[config.mk]
export PLATFORM = sky130hd
export DESIGN_NAME = kelly_portfolio_flat
export DESIGN_NICKNAME = d
export VERILOG_FILES = /design/src/rtl/kelly_pkg.sv /design/src/rtl/kelly_portfolio_if.sv /design/src/rtl/kelly_seq_div.sv /design/src/rtl/kelly_portfolio.sv /design/src/flat_wrapper.sv
export SDC_FILE = /design/constraint.sdc
export NUM_CORES = 1
export LEC_CHECK = 0
export ABC_AREA = 1
export CAP_MARGIN = 20
export CORE_ASPECT_RATIO = 1.5
export CORE_MARGIN = 4
export CORE_UTILIZATION = 35
export DETAILED_ROUTE_END_ITERATION = 8
export DONT_BUFFER_PORTS = 1
export SYNTH_ARGS = -nofsm -noshare
export SYNTH_HDL_FRONTEND = slang
export SYNTH_SLANG_ARGS = --single-unit
[constraint.sdc]
create_clock -name clk -period 7.2 [get_ports clk]
set_input_delay 0.72 -clock clk [delete_from_list [all_inputs] [get_ports clk]]
set_output_delay 0.72 -clock clk [all_outputs]
set_load 0.01 [all_outputs]
[src/rtl/kelly_pkg.sv]
// Shared types, sizing constants and helper functions for the Kelly portfolio sizer.
// Optional statistics counters are enabled with KELLY_PORTFOLIO_STATS_EN (see kelly_portfolio.sv).
package kelly_pkg;

    localparam int NUM_STOCKS  = 4;
    localparam int ID_W        = $clog2(NUM_STOCKS);
    localparam int PRICE_W     = 6;
    localparam int NUM_IND     = 3;
    localparam int VOTE_TH     = 2;
    localparam int QTY_W       = 10;
    localparam int CASH_W      = 16;
    localparam int PROFIT_W    = 20;
    localparam int INIT_CASH   = 25000;
    localparam int INIT_SHARES = 100;
    localparam int KP_W        = 7;
    localparam int DIV_W       = QTY_W + KP_W;
    localparam int DIVISOR     = 100;

    typedef enum logic [1:0] {
        ACT_HOLD   = 2'd0,
        ACT_BUY    = 2'd1,
        ACT_SELL   = 2'd2,
        ACT_REJECT = 2'd3
    } act_t;

    typedef enum logic [1:0] {
        S_IDLE   = 2'd0,
        S_DIV    = 2'd1,
        S_COMMIT = 2'd2,
        S_VALUE  = 2'd3
    } state_t;

    // Even-odds Kelly fraction in percent: max(0, 2*min(win,100) - 100).
    function automatic logic [KP_W-1:0] kelly_kp(input logic [6:0] win);
        logic [7:0] w2;
        w2 = (win > 7'd100) ? 8'd200 : {win, 1'b0};
        return (w2 > 8'd100) ? KP_W'(w2 - 8'd100) : '0;
    endfunction

    function automatic int unsigned vote_count(input logic [NUM_IND-1:0] v);
        int unsigned n;
        n = 0;
        for (int i = 0; i < NUM_IND; i++) n += int'(v[i]);
        return n;
    endfunction

    function automatic act_t vote_side(input logic [NUM_IND-1:0] bv,
                                       input logic [NUM_IND-1:0] sv);
        logic b;
        logic s;
        b = vote_count(bv) >= VOTE_TH;
        s = vote_count(sv) >= VOTE_TH;
        if (b && !s) return ACT_BUY;
        if (s && !b) return ACT_SELL;
        return ACT_HOLD;
    endfunction

endpackage

[src/rtl/kelly_portfolio_if.sv]
// Record-in / result-out bundle of the Kelly portfolio sizer.
// Handshake: a record transfers on a clock edge where in_valid && in_ready; out_valid is a one-cycle result pulse.
interface kelly_portfolio_if;
    import kelly_pkg::*;

    logic                        in_valid;
    logic                        in_ready;
    logic [ID_W+PRICE_W-1:0]     data_in;
    logic [NUM_IND-1:0]          buy_votes;
    logic [NUM_IND-1:0]          sell_votes;
    logic [6:0]                  win_pct;
    logic                        out_valid;
    logic [1:0]                  out_action;
    logic [ID_W-1:0]             out_stock_id;
    logic [QTY_W-1:0]            out_qty;
    logic [CASH_W-1:0]           cash;
    logic signed [PROFIT_W-1:0]  profit;

    modport master (
        output in_valid, data_in, buy_votes, sell_votes, win_pct,
        input  in_ready, out_valid, out_action, out_stock_id, out_qty, cash, profit
    );

    modport slave (
        input  in_valid, data_in, buy_votes, sell_votes, win_pct,
        output in_ready, out_valid, out_action, out_stock_id, out_qty, cash, profit
    );
endinterface

[src/rtl/kelly_seq_div.sv]
// Restoring divider by the constant 100, one quotient bit per cycle.
// The first bit is resolved on the start edge so done rises DW-1 cycles later.
module kelly_seq_div
    import kelly_pkg::*;
(
    input  logic             clk,
    input  logic             rst,
    input  logic             start,
    input  logic [DIV_W-1:0] dividend,
    output logic             done,
    output logic [QTY_W-1:0] quotient
);
    localparam int RW = 8;

    logic [RW-1:0]    rem;
    logic [DIV_W-1:0] q;
    logic [4:0]       cnt;
    logic             busy;

    // Dividend bits shift out of the top of q while quotient bits shift in at the bottom.
    function automatic logic [RW+DIV_W-1:0] div_step(input logic [RW-1:0] r,
                                                     input logic [DIV_W-1:0] d);
        logic [RW-1:0] trial;
        logic          ge;
        trial = {r[RW-2:0], d[DIV_W-1]};
        ge    = trial >= RW'(DIVISOR);
        return {(ge ? trial - RW'(DIVISOR) : trial), d[DIV_W-2:0], ge};
    endfunction

    always_ff @(posedge clk) begin
        if (rst) begin
            rem  <= '0;
            q    <= '0;
            cnt  <= '0;
            busy <= 1'b0;
            done <= 1'b0;
        end else begin
            done <= 1'b0;
            if (start) begin
                {rem, q} <= div_step('0, dividend);
                cnt      <= 5'(DIV_W - 1);
                busy     <= 1'b1;
            end else if (busy) begin
                {rem, q} <= div_step(rem, q);
                cnt      <= cnt - 5'd1;
                if (cnt == 5'd1) begin
                    busy <= 1'b0;
                    done <= 1'b1;
                end
            end
        end
    end

    assign quotient = q[QTY_W-1:0];
endmodule

[src/rtl/kelly_portfolio.sv]
// Multi-stock Kelly position sizer: sizes an order, commits it against shared cash, revalues the book.
// Define KELLY_PORTFOLIO_STATS_EN to add saturating trade_count / reject_count outputs.
module kelly_portfolio
    import kelly_pkg::*;
(
    input  logic               clk,
    input  logic               rst,
    kelly_portfolio_if.slave   bus,
    output state_t             dbg_state
`ifdef KELLY_PORTFOLIO_STATS_EN
    , output logic [15:0]      trade_count
    , output logic [15:0]      reject_count
`endif
);
    localparam logic [QTY_W:0]  QTY_MAX  = {1'b0, {QTY_W{1'b1}}};
    localparam logic [CASH_W:0] CASH_MAX = {1'b0, {CASH_W{1'b1}}};
    localparam logic [ID_W:0]   VAL_END  = (ID_W+1)'(NUM_STOCKS);
    localparam logic [ID_W:0]   VAL_LAST = (ID_W+1)'(NUM_STOCKS - 1);

    state_t               st;
    logic [QTY_W-1:0]     holdings   [NUM_STOCKS];
    logic [PRICE_W-1:0]   last_price [NUM_STOCKS];
    logic [ID_W-1:0]      cur_id;
    logic [PRICE_W-1:0]   cur_price;
    act_t                 side;
    act_t                 res_act;
    logic [ID_W:0]        val_idx;
    logic [PROFIT_W-1:0]  acc;

    logic [ID_W-1:0]      acc_id;
    logic [PRICE_W-1:0]   acc_price;
    logic                 accept;
    logic [DIV_W-1:0]     dividend;
    logic                 div_done;
    logic [QTY_W-1:0]     qty;

    assign acc_id    = bus.data_in[ID_W+PRICE_W-1:PRICE_W];
    assign acc_price = bus.data_in[PRICE_W-1:0];
    assign accept    = (st == S_IDLE) && bus.in_valid;
    assign dividend  = DIV_W'(holdings[acc_id]) * DIV_W'(kelly_kp(bus.win_pct));
    assign dbg_state = st;

    kelly_seq_div u_div (
        .clk      (clk),
        .rst      (rst),
        .start    (accept),
        .dividend (dividend),
        .done     (div_done),
        .quotient (qty)
    );

    logic [CASH_W-1:0]   cost;
    logic [QTY_W:0]      buy_sum;
    logic [CASH_W:0]     sell_sum;
    act_t                commit_act;
    logic [CASH_W-1:0]   cash_new;
    logic [QTY_W-1:0]    hold_new;
    logic [PROFIT_W-1:0] term;
    logic [PROFIT_W-1:0] equity;

    // Commit decision; qty*price never exceeds CASH_W bits for these widths.
    always_comb begin
        cost       = CASH_W'(qty) * CASH_W'(cur_price);
        buy_sum    = {1'b0, holdings[cur_id]} + {1'b0, qty};
        sell_sum   = {1'b0, bus.cash} + {1'b0, cost};
        commit_act = ACT_HOLD;
        cash_new   = bus.cash;
        hold_new   = holdings[cur_id];
        if (side != ACT_HOLD && qty != '0) begin
            if (side == ACT_BUY) begin
                if (cost > bus.cash || buy_sum > QTY_MAX) begin
                    commit_act = ACT_REJECT;
                end else begin
                    commit_act = ACT_BUY;
                    cash_new   = bus.cash - cost;
                    hold_new   = holdings[cur_id] + qty;
                end
            end else begin
                if (holdings[cur_id] < qty || sell_sum > CASH_MAX) begin
                    commit_act = ACT_REJECT;
                end else begin
                    commit_act = ACT_SELL;
                    cash_new   = bus.cash + cost;
                    hold_new   = holdings[cur_id] - qty;
                end
            end
        end
    end

    always_comb begin
        term   = PROFIT_W'(holdings[val_idx[ID_W-1:0]]) * PROFIT_W'(last_price[val_idx[ID_W-1:0]]);
        equity = acc + term;
    end

    always_ff @(posedge clk) begin
        if (rst) begin
            st               <= S_IDLE;
            bus.in_ready     <= 1'b1;
            bus.out_valid    <= 1'b0;
            bus.out_action   <= 2'd0;
            bus.out_stock_id <= '0;
            bus.out_qty      <= '0;
            bus.cash         <= CASH_W'(INIT_CASH);
            bus.profit       <= '0;
            for (int i = 0; i < NUM_STOCKS; i++) begin
                holdings[i]   <= QTY_W'(INIT_SHARES);
                last_price[i] <= '0;
            end
            cur_id    <= '0;
            cur_price <= '0;
            side      <= ACT_HOLD;
            res_act   <= ACT_HOLD;
            val_idx   <= '0;
            acc       <= '0;
`ifdef KELLY_PORTFOLIO_STATS_EN
            trade_count  <= '0;
            reject_count <= '0;
`endif
        end else begin
            bus.out_valid <= 1'b0;
            case (st)
                S_IDLE: begin
                    if (bus.in_valid) begin
                        cur_id             <= acc_id;
                        cur_price          <= acc_price;
                        side               <= vote_side(bus.buy_votes, bus.sell_votes);
                        last_price[acc_id] <= acc_price;
                        bus.in_ready       <= 1'b0;
                        st                 <= S_DIV;
                    end
                end
                S_DIV: begin
                    if (div_done) st <= S_COMMIT;
                end
                S_COMMIT: begin
                    res_act          <= commit_act;
                    bus.cash         <= cash_new;
                    holdings[cur_id] <= hold_new;
                    acc              <= PROFIT_W'(cash_new);
                    val_idx          <= '0;
                    st               <= S_VALUE;
`ifdef KELLY_PORTFOLIO_STATS_EN
                    if ((commit_act == ACT_BUY || commit_act == ACT_SELL) && trade_count != 16'hFFFF)
                        trade_count <= trade_count + 16'd1;
                    if (commit_act == ACT_REJECT && reject_count != 16'hFFFF)
                        reject_count <= reject_count + 16'd1;
`endif
                end
                S_VALUE: begin
                    // One extra pass after the last stock lets out_valid drop before in_ready returns.
                    if (val_idx == VAL_END) begin
                        bus.in_ready <= 1'b1;
                        st           <= S_IDLE;
                    end else begin
                        acc     <= equity;
                        val_idx <= val_idx + 1'b1;
                        if (val_idx == VAL_LAST) begin
                            bus.out_valid    <= 1'b1;
                            bus.out_action   <= res_act;
                            bus.out_stock_id <= cur_id;
                            bus.out_qty      <= qty;
                            bus.profit       <= $signed(equity - PROFIT_W'(INIT_CASH));
                        end
                    end
                end
                default: st <= S_IDLE;
            endcase
        end
    end
endmodule

[src/flat_wrapper.sv]
// flat-port wrapper written by rule: the top's interface ports become plain ports
module kelly_portfolio_flat import kelly_pkg::*;
  (clk, rst, dbg_state, bus_in_valid, bus_data_in, bus_buy_votes, bus_sell_votes, bus_win_pct, bus_in_ready, bus_out_valid, bus_out_action, bus_out_stock_id, bus_out_qty, bus_cash, bus_profit);
  kelly_portfolio_if bus_i ();
  input  logic clk;
  input  logic rst;
  output state_t dbg_state;
  input wire logic [$bits(bus_i.in_valid)-1:0] bus_in_valid;
  input wire logic [$bits(bus_i.data_in)-1:0] bus_data_in;
  input wire logic [$bits(bus_i.buy_votes)-1:0] bus_buy_votes;
  input wire logic [$bits(bus_i.sell_votes)-1:0] bus_sell_votes;
  input wire logic [$bits(bus_i.win_pct)-1:0] bus_win_pct;
  output wire logic [$bits(bus_i.in_ready)-1:0] bus_in_ready;
  output wire logic [$bits(bus_i.out_valid)-1:0] bus_out_valid;
  output wire logic [$bits(bus_i.out_action)-1:0] bus_out_action;
  output wire logic [$bits(bus_i.out_stock_id)-1:0] bus_out_stock_id;
  output wire logic [$bits(bus_i.out_qty)-1:0] bus_out_qty;
  output wire logic [$bits(bus_i.cash)-1:0] bus_cash;
  output wire logic [$bits(bus_i.profit)-1:0] bus_profit;
  assign bus_i.in_valid = bus_in_valid;
  assign bus_i.data_in = bus_data_in;
  assign bus_i.buy_votes = bus_buy_votes;
  assign bus_i.sell_votes = bus_sell_votes;
  assign bus_i.win_pct = bus_win_pct;
  assign bus_in_ready = bus_i.in_ready;
  assign bus_out_valid = bus_i.out_valid;
  assign bus_out_action = bus_i.out_action;
  assign bus_out_stock_id = bus_i.out_stock_id;
  assign bus_out_qty = bus_i.out_qty;
  assign bus_cash = bus_i.cash;
  assign bus_profit = bus_i.profit;
  kelly_portfolio u_core (.clk(clk), .rst(rst), .bus(bus_i), .dbg_state(dbg_state));
endmodule
==> run summary <==
CTS Sinks - 188
top achievable clock speed - 160 MHz
die width - 200 µm
Int Power - 0.00343 W
met2 Track Usage GR - 35.4%
initial antenna violation count - 8
Initial Utilization - 35.3%
core area - 0.0547 mm²
Max-slew headroom - 35.6%
Die Span Y - 296 µm
register area share after synthesis - 22.8%
Final Instance Area - 0.0205 mm²
Max Slew Vio Count - 0
area of the mapped netlist - 0.0193 mm²
Mapped Avg Cell Area - 6.93 µm²
via count - 17,400
PwrDens - 380 mW/mm²
first-pass GRT wire length - 93,000 µm
Clock Path Buffers - 2
TritonRoute pass-1 iters - 5
die area - 0.0591 mm²
Final Critical Period - 6.23 ns
Syn Inst Count - 2,787
critical path endpoint category - flop
Final nets - 3,047
Post-Place Cells - 3,418
clock network fraction of total power - 11.7%
CP dominant cell by count - nand2_1
NetSw - 0.00436 W
post-route ant nets - 0
busiest grt layer - met2
VDD IR max - 0.269 mV
met3 usage - 3.00%
fill count - 5,916
Net Count, Synth - 3,092
H-Tree Level Count - 4
sw frac - 56.0%
final hold viol count - 0
num rows - 105
setup TNS - 0 ns
Num CTS Buffers - 17
Worst-path clk slew - 0.07 ns
Setup Fix Bufs, Post-CTS - 0
clock insertion delay at the later pin of the skew report - 0.45 ns
Leak - 10.5 nW
Worst Skew - 0.0127 ns
startpoint types - flop
CP peak stage delay - 0.70 ns
most frequent cells in the layout - nand2_1, inv_1, nor2_1
Gate power share - 69.8%
Residual DRC - 0
Worst EP arrival - 6.42 ns
cts repair resizes - 0
register share of total power - 18.5%
IO buf count - 0
status - complete, no violations
share of layout cells above drive strength 1 - 4.86%
Worst EP required - 7.39 ns
main flop type after synthesis - dfxtp_1
CP max FO - 16
fin cells - 3,452
Placed Area - 0.0200 mm²
Worst-Margin Slew - 0.967 ns
FFs w/ async S/R, synth - 0%
Setup CP Type - flop to flop
met1 usage - 22.9%
Total Routing Usage GR - 20.0%
Distinct cells, synth - 62
area of the multi-input gates - 0.0124 mm²
yosys warns - 0
CTS tree - done
vias in the first global route - 17,200
gpl congestion - 0.973
Root Driver - clkbuf_16
Post-CTS Hold Buffers - 0
Max-cap violations - 0
final wirelength - 58,500 µm
largest net degree at the start of global routing - 57
worst hold path type - input pin to flop
Post-synth EDFFs - 64
DP HPWL - 48,000 µm
Seq cells post-synth - 188
CP max-delay cell - dfxtp_1
Area growth, synth to finish - 6.23%
Register Area - 0.00440 mm²
fin crit share - 86.6%
Via density - 5.03
setup violators final - 0
GRT overflow - 0
I/O Pins - 78
initial drt markers - 1,132
routed length per placed instance - 16.9 µm
commonest non-fill, non-tap cell in the layout - nand2_1
RSZ-0062 raised after global routing - no
## synth_stat cells (7+ instances only)
master | number | area (µm²)
ha_1 | 165 | 2060
o22ai_1 | 12 | 75.1
nor3_1 | 19 | 95.1
buf_1 | 7 | 26.3
inv_2 | 16 | 60.1
nand3b_1 | 11 | 82.6
a21oi_2 | 7 | 61.3
a32oi_1 | 26 | 228
dfxtp_1 | 124 | 2480
buf_2 | 19 | 95.1
nand3_1 | 155 | 776
inv_1 | 525 | 1970
nand2_1 | 713 | 2680
o21bai_1 | 15 | 113
clkbuf_1 | 56 | 210
o21ai_1 | 23 | 115
fa_1 | 116 | 2320
or2_2 | 15 | 93.8
edfxtp_1 | 64 | 1920
nand4_1 | 21 | 131
a31oi_1 | 11 | 68.8
xnor2_1 | 9 | 78.8
nor2_1 | 216 | 811
o211ai_1 | 10 | 75.1
xor2_1 | 45 | 394
a21oi_1 | 175 | 876
nor2_2 | 7 | 43.8
o21ai_0 | 121 | 606
## stage by stage
stage | hold WS (ns) | power, W | utilization (%) | setup slack (ns)
6_report | 0.345 | 0.00779 | 37.5 | 0.968
5_1_grt | 0.324 | 0.00864 | 37.5 | 0.330
4_1_cts | 0.319 | 0.00780 | 37.5 | 0.990
3_5_place_dp | 0.452 | 0.00687 | 36.5 | 1.02
3_3_place_gp | 0.442 | 0.00686 | 36.5 | 1.08
2_1_floorplan | 0.426 | 0.00543 | - | 1.69
## power groups by stage
stage	combinational, W	clock, W	sequential, W
after global placement	0.00540	0	0.00147
after detailed placement	0.00541	0	0.00147
after global routing	0.00621	0.000961	0.00147
after floorplan	0.00408	0	0.00135
final	0.00544	0.000909	0.00144
after CTS	0.00544	0.000918	0.00144
## critical path, delay by kind of cell, from the launching register on
family,cells,cell delay [ns]
xor+xnor,1,0.20
compound gates,6,0.89
buf+inv,3,0.21
simple gates,14,1.71
fa+ha+maj,5,2.25
flops,1,0.70
## kinds of logic (layout without fill, tap and decap cells)
logic type / Yosys count / count (layout) / share of synthesized area [%]
simple gates: 1191 / 1191 / 26.0
buf+inv: 636 / 604 / 12.8
compound gates: 437 / 437 / 13.2
fa+ha+maj: 281 / 281 / 22.7
flops: 188 / 188 / 22.8
xor+xnor: 54 / 54 / 2.45
other cells: 0 / 2 / 0
## state kept, by name, summed over array words and instances, names as in the netlist, 3 cells and up, named ones only
signal / flops
u_core.u_div.cnt: 5
u_core.val_idx: 3
u_core.bus.out_qty: 10
u_core.bus.cash: 16
u_core.u_div.rem: 7
u_core.acc: 20
u_core.bus.profit: 20
u_core.last_price: 24
u_core.cur_price: 6
u_core.holdings: 40
u_core.u_div.q: 17
## layout make-up
cell class | instances | area share (%)
multi-input combinational | 1963 | 60.7
sequential | 188 | 21.5
inverter | 546 | 10.0
tap | 695 | 4.24
clock buffer | 19 | 2.11
timing repair buffer | 26 | 0.952
clock inverter | 13 | 0.543
antenna | 2 | 0.0244
## worst paths after layout
kind / start / to / cells after the start / slack [ns]
min: rst / u_core.u_div.q[16]$_SDFFE_PP0P_ / 1 / 0.34
min reg2reg: u_core.res_act[1]$_SDFFE_PP0P_ / u_core.res_act[1]$_SDFFE_PP0P_ / 2 / 0.47
max reg2reg: u_core.u_div.q[1]$_SDFFE_PP0P_ / u_core.holdings[2][4]$_SDFFCE_PN0P_ / 29 / 0.97
max: u_core.u_div.q[1]$_SDFFE_PP0P_ / u_core.holdings[2][4]$_SDFFCE_PN0P_ / 29 / 0.97
## per-layer routing
layer / routed length (µm) / vias up
li1: - / 8717
met1: 23000 / 8091
met2: 29100 / 438
met3: 2830 / 130
met4: 3520 / 4
met5: 33 / -
No activity file was read; power rests on OpenSTA's default activity.
